File: src/rtl/alu_arbiter_if.sv
// +--------------------------------------------------------------------------+
// | alu_arbiter_if: requester, shared-ALU and response bundle for alu_arbiter |
// | Optional grant_cnt present with ALU_ARB_CNT_EN.  Rev 1.0                  |
// +--------------------------------------------------------------------------+
`default_nettype none

interface alu_arbiter_if;
  logic [3:0]  req;
  logic [7:0]  op_in;
  logic [15:0] a_in;
  logic [15:0] b_in;
  logic [3:0]  gnt;
  logic [1:0]  alu_opcode;
  logic [3:0]  alu_a;
  logic [3:0]  alu_b;
  logic [4:0]  alu_c;
  logic [3:0]  rsp_valid;
  logic [4:0]  rsp_data;
  logic        busy;
`ifdef ALU_ARB_CNT_EN
  logic [31:0] grant_cnt;
`endif

  modport slave (
    input  req, op_in, a_in, b_in, alu_c,
    output gnt, alu_opcode, alu_a, alu_b, rsp_valid, rsp_data, busy
`ifdef ALU_ARB_CNT_EN
    , output grant_cnt
`endif
  );

  modport master (
    output req, op_in, a_in, b_in, alu_c,
    input  gnt, alu_opcode, alu_a, alu_b, rsp_valid, rsp_data, busy
`ifdef ALU_ARB_CNT_EN
    , input grant_cnt
`endif
  );
endinterface

`default_nettype wire

File: src/rtl/alu_arbiter.sv
// +--------------------------------------------------------------------------+
// | alu_arbiter: 4-way round-robin arbiter sharing one 1-cycle-latency ALU    |
// | ALU_ARB_CNT_EN adds per-requester saturating grant counters.  Rev 1.0     |
// +--------------------------------------------------------------------------+
`default_nettype none

module alu_arbiter (
  input  logic          clk,
  input  logic          reset,
  alu_arbiter_if.slave  bus
);

  typedef enum logic [1:0] {
    IDLE = 2'd0,
    EXEC = 2'd1,
    CAPT = 2'd2
  } state_t;

  state_t      state_q;
  logic [1:0]  rr_ptr_q;
  logic [1:0]  owner_q;
  logic [3:0]  gnt_q;
  logic [1:0]  alu_opcode_q;
  logic [3:0]  alu_a_q;
  logic [3:0]  alu_b_q;
  logic [3:0]  rsp_valid_q;
  logic [4:0]  rsp_data_q;
  logic        busy_q;

  logic [1:0]  win_d;
  logic        hit_d;
  logic [1:0]  idx_d;
  logic [1:0]  op_d;
  logic [3:0]  a_d;
  logic [3:0]  b_d;

  // Scan from the farthest offset down so the requester nearest rr_ptr wins.
  always_comb begin
    win_d = rr_ptr_q;
    hit_d = 1'b0;
    idx_d = '0;
    for (int k = 3; k >= 0; k--) begin
      idx_d = rr_ptr_q + 2'(k);
      if (bus.req[idx_d]) begin
        win_d = idx_d;
        hit_d = 1'b1;
      end
    end
    op_d = '0;
    a_d  = '0;
    b_d  = '0;
    for (int i = 0; i < 4; i++) begin
      if (win_d == 2'(i)) begin
        op_d = bus.op_in[2*i +: 2];
        a_d  = bus.a_in[4*i +: 4];
        b_d  = bus.b_in[4*i +: 4];
      end
    end
  end

  always_ff @(posedge clk or posedge reset) begin
    if (reset) begin
      state_q      <= IDLE;
      rr_ptr_q     <= '0;
      owner_q      <= '0;
      gnt_q        <= '0;
      alu_opcode_q <= '0;
      alu_a_q      <= '0;
      alu_b_q      <= '0;
      rsp_valid_q  <= '0;
      rsp_data_q   <= '0;
      busy_q       <= 1'b0;
    end else begin
      gnt_q       <= '0;
      rsp_valid_q <= '0;
      case (state_q)
        IDLE: begin
          if (hit_d) begin
            state_q      <= EXEC;
            owner_q      <= win_d;
            rr_ptr_q     <= win_d + 2'd1;
            gnt_q        <= 4'b0001 << win_d;
            alu_opcode_q <= op_d;
            alu_a_q      <= a_d;
            alu_b_q      <= b_d;
            busy_q       <= 1'b1;
          end
        end
        EXEC: state_q <= CAPT;
        CAPT: begin
          // alu_c holds the result of the operands launched in EXEC.
          state_q     <= IDLE;
          rsp_data_q  <= bus.alu_c;
          rsp_valid_q <= 4'b0001 << owner_q;
          busy_q      <= 1'b0;
        end
        default: begin
          state_q <= IDLE;
          busy_q  <= 1'b0;
        end
      endcase
    end
  end

  assign bus.gnt        = gnt_q;
  assign bus.alu_opcode = alu_opcode_q;
  assign bus.alu_a      = alu_a_q;
  assign bus.alu_b      = alu_b_q;
  assign bus.rsp_valid  = rsp_valid_q;
  assign bus.rsp_data   = rsp_data_q;
  assign bus.busy       = busy_q;

`ifdef ALU_ARB_CNT_EN
  logic grant_fire;
  assign grant_fire = (state_q == IDLE) && hit_d;

  for (genvar i = 0; i < 4; i++) begin : g_cnt
    logic [7:0] cnt_q;
    always_ff @(posedge clk or posedge reset) begin
      if (reset) begin
        cnt_q <= '0;
      end else if (grant_fire && (win_d == 2'(i)) && (cnt_q != 8'hFF)) begin
        cnt_q <= cnt_q + 8'd1;
      end
    end
    assign bus.grant_cnt[8*i +: 8] = cnt_q;
  end
`endif

endmodule

`default_nettype wire

File: src/flat_wrapper.sv
// flat-port wrapper written by rule: the top's interface ports become plain ports
module alu_arbiter_flat 
  (clk, reset, bus_req, bus_op_in, bus_a_in, bus_b_in, bus_alu_c, bus_gnt, bus_alu_opcode, bus_alu_a, bus_alu_b, bus_rsp_valid, bus_rsp_data, bus_busy);
  alu_arbiter_if bus_i ();
  input  logic clk;
  input  logic reset;
  input wire logic [$bits(bus_i.req)-1:0] bus_req;
  input wire logic [$bits(bus_i.op_in)-1:0] bus_op_in;
  input wire logic [$bits(bus_i.a_in)-1:0] bus_a_in;
  input wire logic [$bits(bus_i.b_in)-1:0] bus_b_in;
  input wire logic [$bits(bus_i.alu_c)-1:0] bus_alu_c;
  output wire logic [$bits(bus_i.gnt)-1:0] bus_gnt;
  output wire logic [$bits(bus_i.alu_opcode)-1:0] bus_alu_opcode;
  output wire logic [$bits(bus_i.alu_a)-1:0] bus_alu_a;
  output wire logic [$bits(bus_i.alu_b)-1:0] bus_alu_b;
  output wire logic [$bits(bus_i.rsp_valid)-1:0] bus_rsp_valid;
  output wire logic [$bits(bus_i.rsp_data)-1:0] bus_rsp_data;
  output wire logic [$bits(bus_i.busy)-1:0] bus_busy;
  assign bus_i.req = bus_req;
  assign bus_i.op_in = bus_op_in;
  assign bus_i.a_in = bus_a_in;
  assign bus_i.b_in = bus_b_in;
  assign bus_i.alu_c = bus_alu_c;
  assign bus_gnt = bus_i.gnt;
  assign bus_alu_opcode = bus_i.alu_opcode;
  assign bus_alu_a = bus_i.alu_a;
  assign bus_alu_b = bus_i.alu_b;
  assign bus_rsp_valid = bus_i.rsp_valid;
  assign bus_rsp_data = bus_i.rsp_data;
  assign bus_busy = bus_i.busy;
  alu_arbiter u_core (.clk(clk), .reset(reset), .bus(bus_i));
endmodule
File: config.mk
export PLATFORM = sky130hd
export DESIGN_NAME = alu_arbiter_flat
export DESIGN_NICKNAME = d
export VERILOG_FILES = /design/src/rtl/alu_arbiter_if.sv /design/src/rtl/alu_arbiter.sv /design/src/flat_wrapper.sv
export SDC_FILE = /design/constraint.sdc
export NUM_CORES = 1
export LEC_CHECK = 0
export CAP_MARGIN = 20
export CORE_ASPECT_RATIO = 1.4
export CORE_MARGIN = 3
export CORE_UTILIZATION = 30
export DETAILED_ROUTE_END_ITERATION = 16
export SLEW_MARGIN = 20
export SYNTH_ARGS = -nofsm -noshare
export SYNTH_HDL_FRONTEND = slang
export SYNTH_SLANG_ARGS = --single-unit
File: constraint.sdc
create_clock -name clk -period 3 [get_ports clk]
set_input_delay 0.6 -clock clk [delete_from_list [all_inputs] [get_ports clk]]
set_output_delay 0.6 -clock clk [all_outputs]
set_load 0.01 [all_outputs]
==> flow_summary.ini <==
[placement]
numPortBuffers = 74
gp_congestion = 0.723
dp_hpwl_mm = 3.04
place_area_um2 = 2450
dp_slack_ps = -32.9

[detailed_routing]
drt_iter0_drc = 52
vias = 1493
antenna_left = 0
routed_wl_mm = 4.09
wl_per_cell_um = 13.5
drc = 0
drt_first_pass_iters = 4
vias_per_cell = 4.91

[critical_path]
worstSetupEndpointType = flop
worstSetupStartpointType = primary input
max_stage_delay_ps = 500
r2r_end = u_core.bus.alu_opcode[1]
path_cells = clkdlybuf4s50_1 > and3b_1 > or4_1 > and2_1 > ha_1 > buf_12 > nand3b_1 > a221o_1 > a31oi_1
crit_type = in -> reg
rr_startpoint = u_core.rr_ptr_q[1]
critPathSlowestCell = or4_1
path_buf_inv = 2
critPathTopFamily = simple AND/OR/NAND/NOR gates
cp.arrival_ps = 2950
worst_r2r_path_depth = 8
worst_ep_required_time_ps = 3200
rrSetupSlack_ps = 600
crit_path_max_fanout = 19

[cts]
ctsHoldBuffers = 0
cts.sinks = 30
clkLatencyLatePin_ps = 270
htreeDepth = 2
clk_path_buf_depth = 2
cts_tree = done
cts_resized = 0
post_cts.repair.setup_buffers = 0
cts_root_buf = clkbuf_8
clk_pin_slew_worst_paths_ps = 70
cts-buffers-inserted = 5

[layout]
area_growth_pct = 57.9
fill_cells = 469
fin_area_um2 = 2530
nets = 295
layout-drive-gt1-share = 0.104
antenna_cells = 0
layout_commonest_cell = clkdlybuf4s50_1
final_cell_mix = clkdlybuf4s50_1, dfrtp_1, a21oi_1

[sta]
fmax_mhz = 364
setup_ws_ps = 252
finalMaxSlewViolations = 0
worst_pin_slew_ps = 573
min_period_over_period = 0.916
period_needed_ps = 2750
setup-violations-final = 0
rsz0062_at_grt = no
slew_headroom = 0.617
skew_ps = 5.80
finalHoldViolations = 0

[synth]
synthFlopType = dfrtp_1
yosysWarnings = 0
post_synth_num_cell_types = 32
ys_async_sr_fraction = 1.00
synthCells = 162
netlist_area_um2 = 1600
synth.net_count = 217
avgSynthCellArea_um2 = 9.89
synth_seq_area_share = 0.468
synth_edf_count = 0
ys_ff_latch = 30

[min_path]
min_from = u_core.state_q[0]
hold_class = reg -> reg
holdPathEnd = u_core.bus.rsp_valid[0]
min_path_cells = 1

[power_and_ir_drop]
p_per_area_nw_per_um2 = 898
leakagePower_nw = 1.09
peakVddDrop_v = 0.000339

[floorplan]
die_area_um2 = 6270
rows = 30
die_y_um = 92.5
core_um2 = 4990
die_w_um = 67.8
start_util = 0.321
io_pins = 75

[job]
cap_violations = 0

[grt]
grt_pass1_wl_mm = 6.74
antenna_found_initial = 0
grt_max_degree = 31
first_global_vias = 1497
grt_use_total = 0.138
overflow = 0

[run_status]
status = finished, final reports clean
==> worst reg2reg max path, delay by kind of cell (launching register included) <==
kind,cells,cell delay (ps)
flops,1,430
simple gates,4,1030
compound gates,2,470
buf+inv,1,170
fa+ha+maj,1,230
==> Yosys cell counts (2+ instances only) <==
library cell   n  area (µm²)
inv_1         12        45.0
dfrtp_1       30         751
ha_1           4        50.1
nor2_1         3        11.3
clkbuf_1       9        33.8
and3b_1        2        17.5
a31oi_1       11        68.8
a21oi_1       22         110
nand2_1       12        45.0
mux2_2         5        56.3
and3_1         6        37.5
nand3b_1      10        75.1
buf_6          3        33.8
a221o_1       10         100
nor2b_1        5        31.3
o21ai_0        2        10.0
==> worst max-delay path by stage <==
stage,from,end,cells after the start
floorplan,bus_req[0],u_core.bus.alu_a[0],8
global placement,bus_req[0],u_core.bus.alu_b[1],9
detailed placement,bus_req[3],u_core.bus.alu_opcode[1],9
CTS,bus_req[3],u_core.bus.alu_opcode[1],9
global route,bus_req[3],u_core.bus.alu_opcode[1],9
finish,bus_req[3],u_core.bus.alu_opcode[1],9
==> where the power goes <==
part | switching [W] | leakage (nW) | internal, W
Sequential | 0.000103 | 0.364 | 0.000589
Clock | 0.000141 | 0.0438 | 0.000155
Combinational | 0.000578 | 0.678 | 0.000706
Total | 0.000823 | 1.09 | 0.00145
==> routing by layer <==
| layer | up-vias | share of wire | track usage |
|---|---|---|---|
| met5 | - | 0 | 0 |
| met4 | 0 | 0.012 | 0.0398 |
| met3 | 4 | 0.071 | 0.0413 |
| met2 | 56 | 0.52 | 0.244 |
| met1 | 695 | 0.40 | 0.157 |
| li1 | 738 | - | - |
==> area by class of cell <==
class	count	area, µm²	share of cell area
clock buffers	5	68.8	0.0272
clock inverters	2	10.0	0.00395
inverters	12	45.0	0.0178
multi-input cells	107	736	0.291
flip-flops and latches	30	751	0.297
well taps	64	80.1	0.0316
repair buffers	84	841	0.332
==> per-stage QoR <==
stage | utilization | hold slack (ps) | cells | power (W) | TNS (ps)
6_report | 0.507 | 474 | 304 | 0.00227 | 0
5_1_grt | 0.507 | 503 | 304 | 0.00244 | 0
4_1_cts | 0.507 | 477 | 304 | 0.00231 | 0
2_1_floorplan | - | 438 | 162 | 0.00144 | 0
3_5_place_dp | 0.491 | 461 | 297 | 0.00200 | -199
3_3_place_gp | 0.491 | 452 | 297 | 0.00198 | 0
==> registers in the layout, indices dropped and copies added, names as in the netlist <==
register               flops
u_core.bus.rsp_data        5
u_core.rr_ptr_q            2
u_core.bus.alu_b           4
u_core.owner_q             2
u_core.bus.busy            1
u_core.bus.gnt             4
u_core.bus.rsp_valid       4
u_core.bus.alu_opcode      2
u_core.state_q             2
u_core.bus.alu_a           4
==> cells by family after synthesis <==
| family | after synthesis | synth area share |
|---|---|---|
| simple gates | 46 | 0.172 |
| compound gates | 51 | 0.212 |
| fa+ha+maj | 4 | 0.0312 |
| flops | 30 | 0.468 |
| buf+inv | 25 | 0.0726 |
| mux | 6 | 0.0445 |
(Power assumes the default switching activity.)
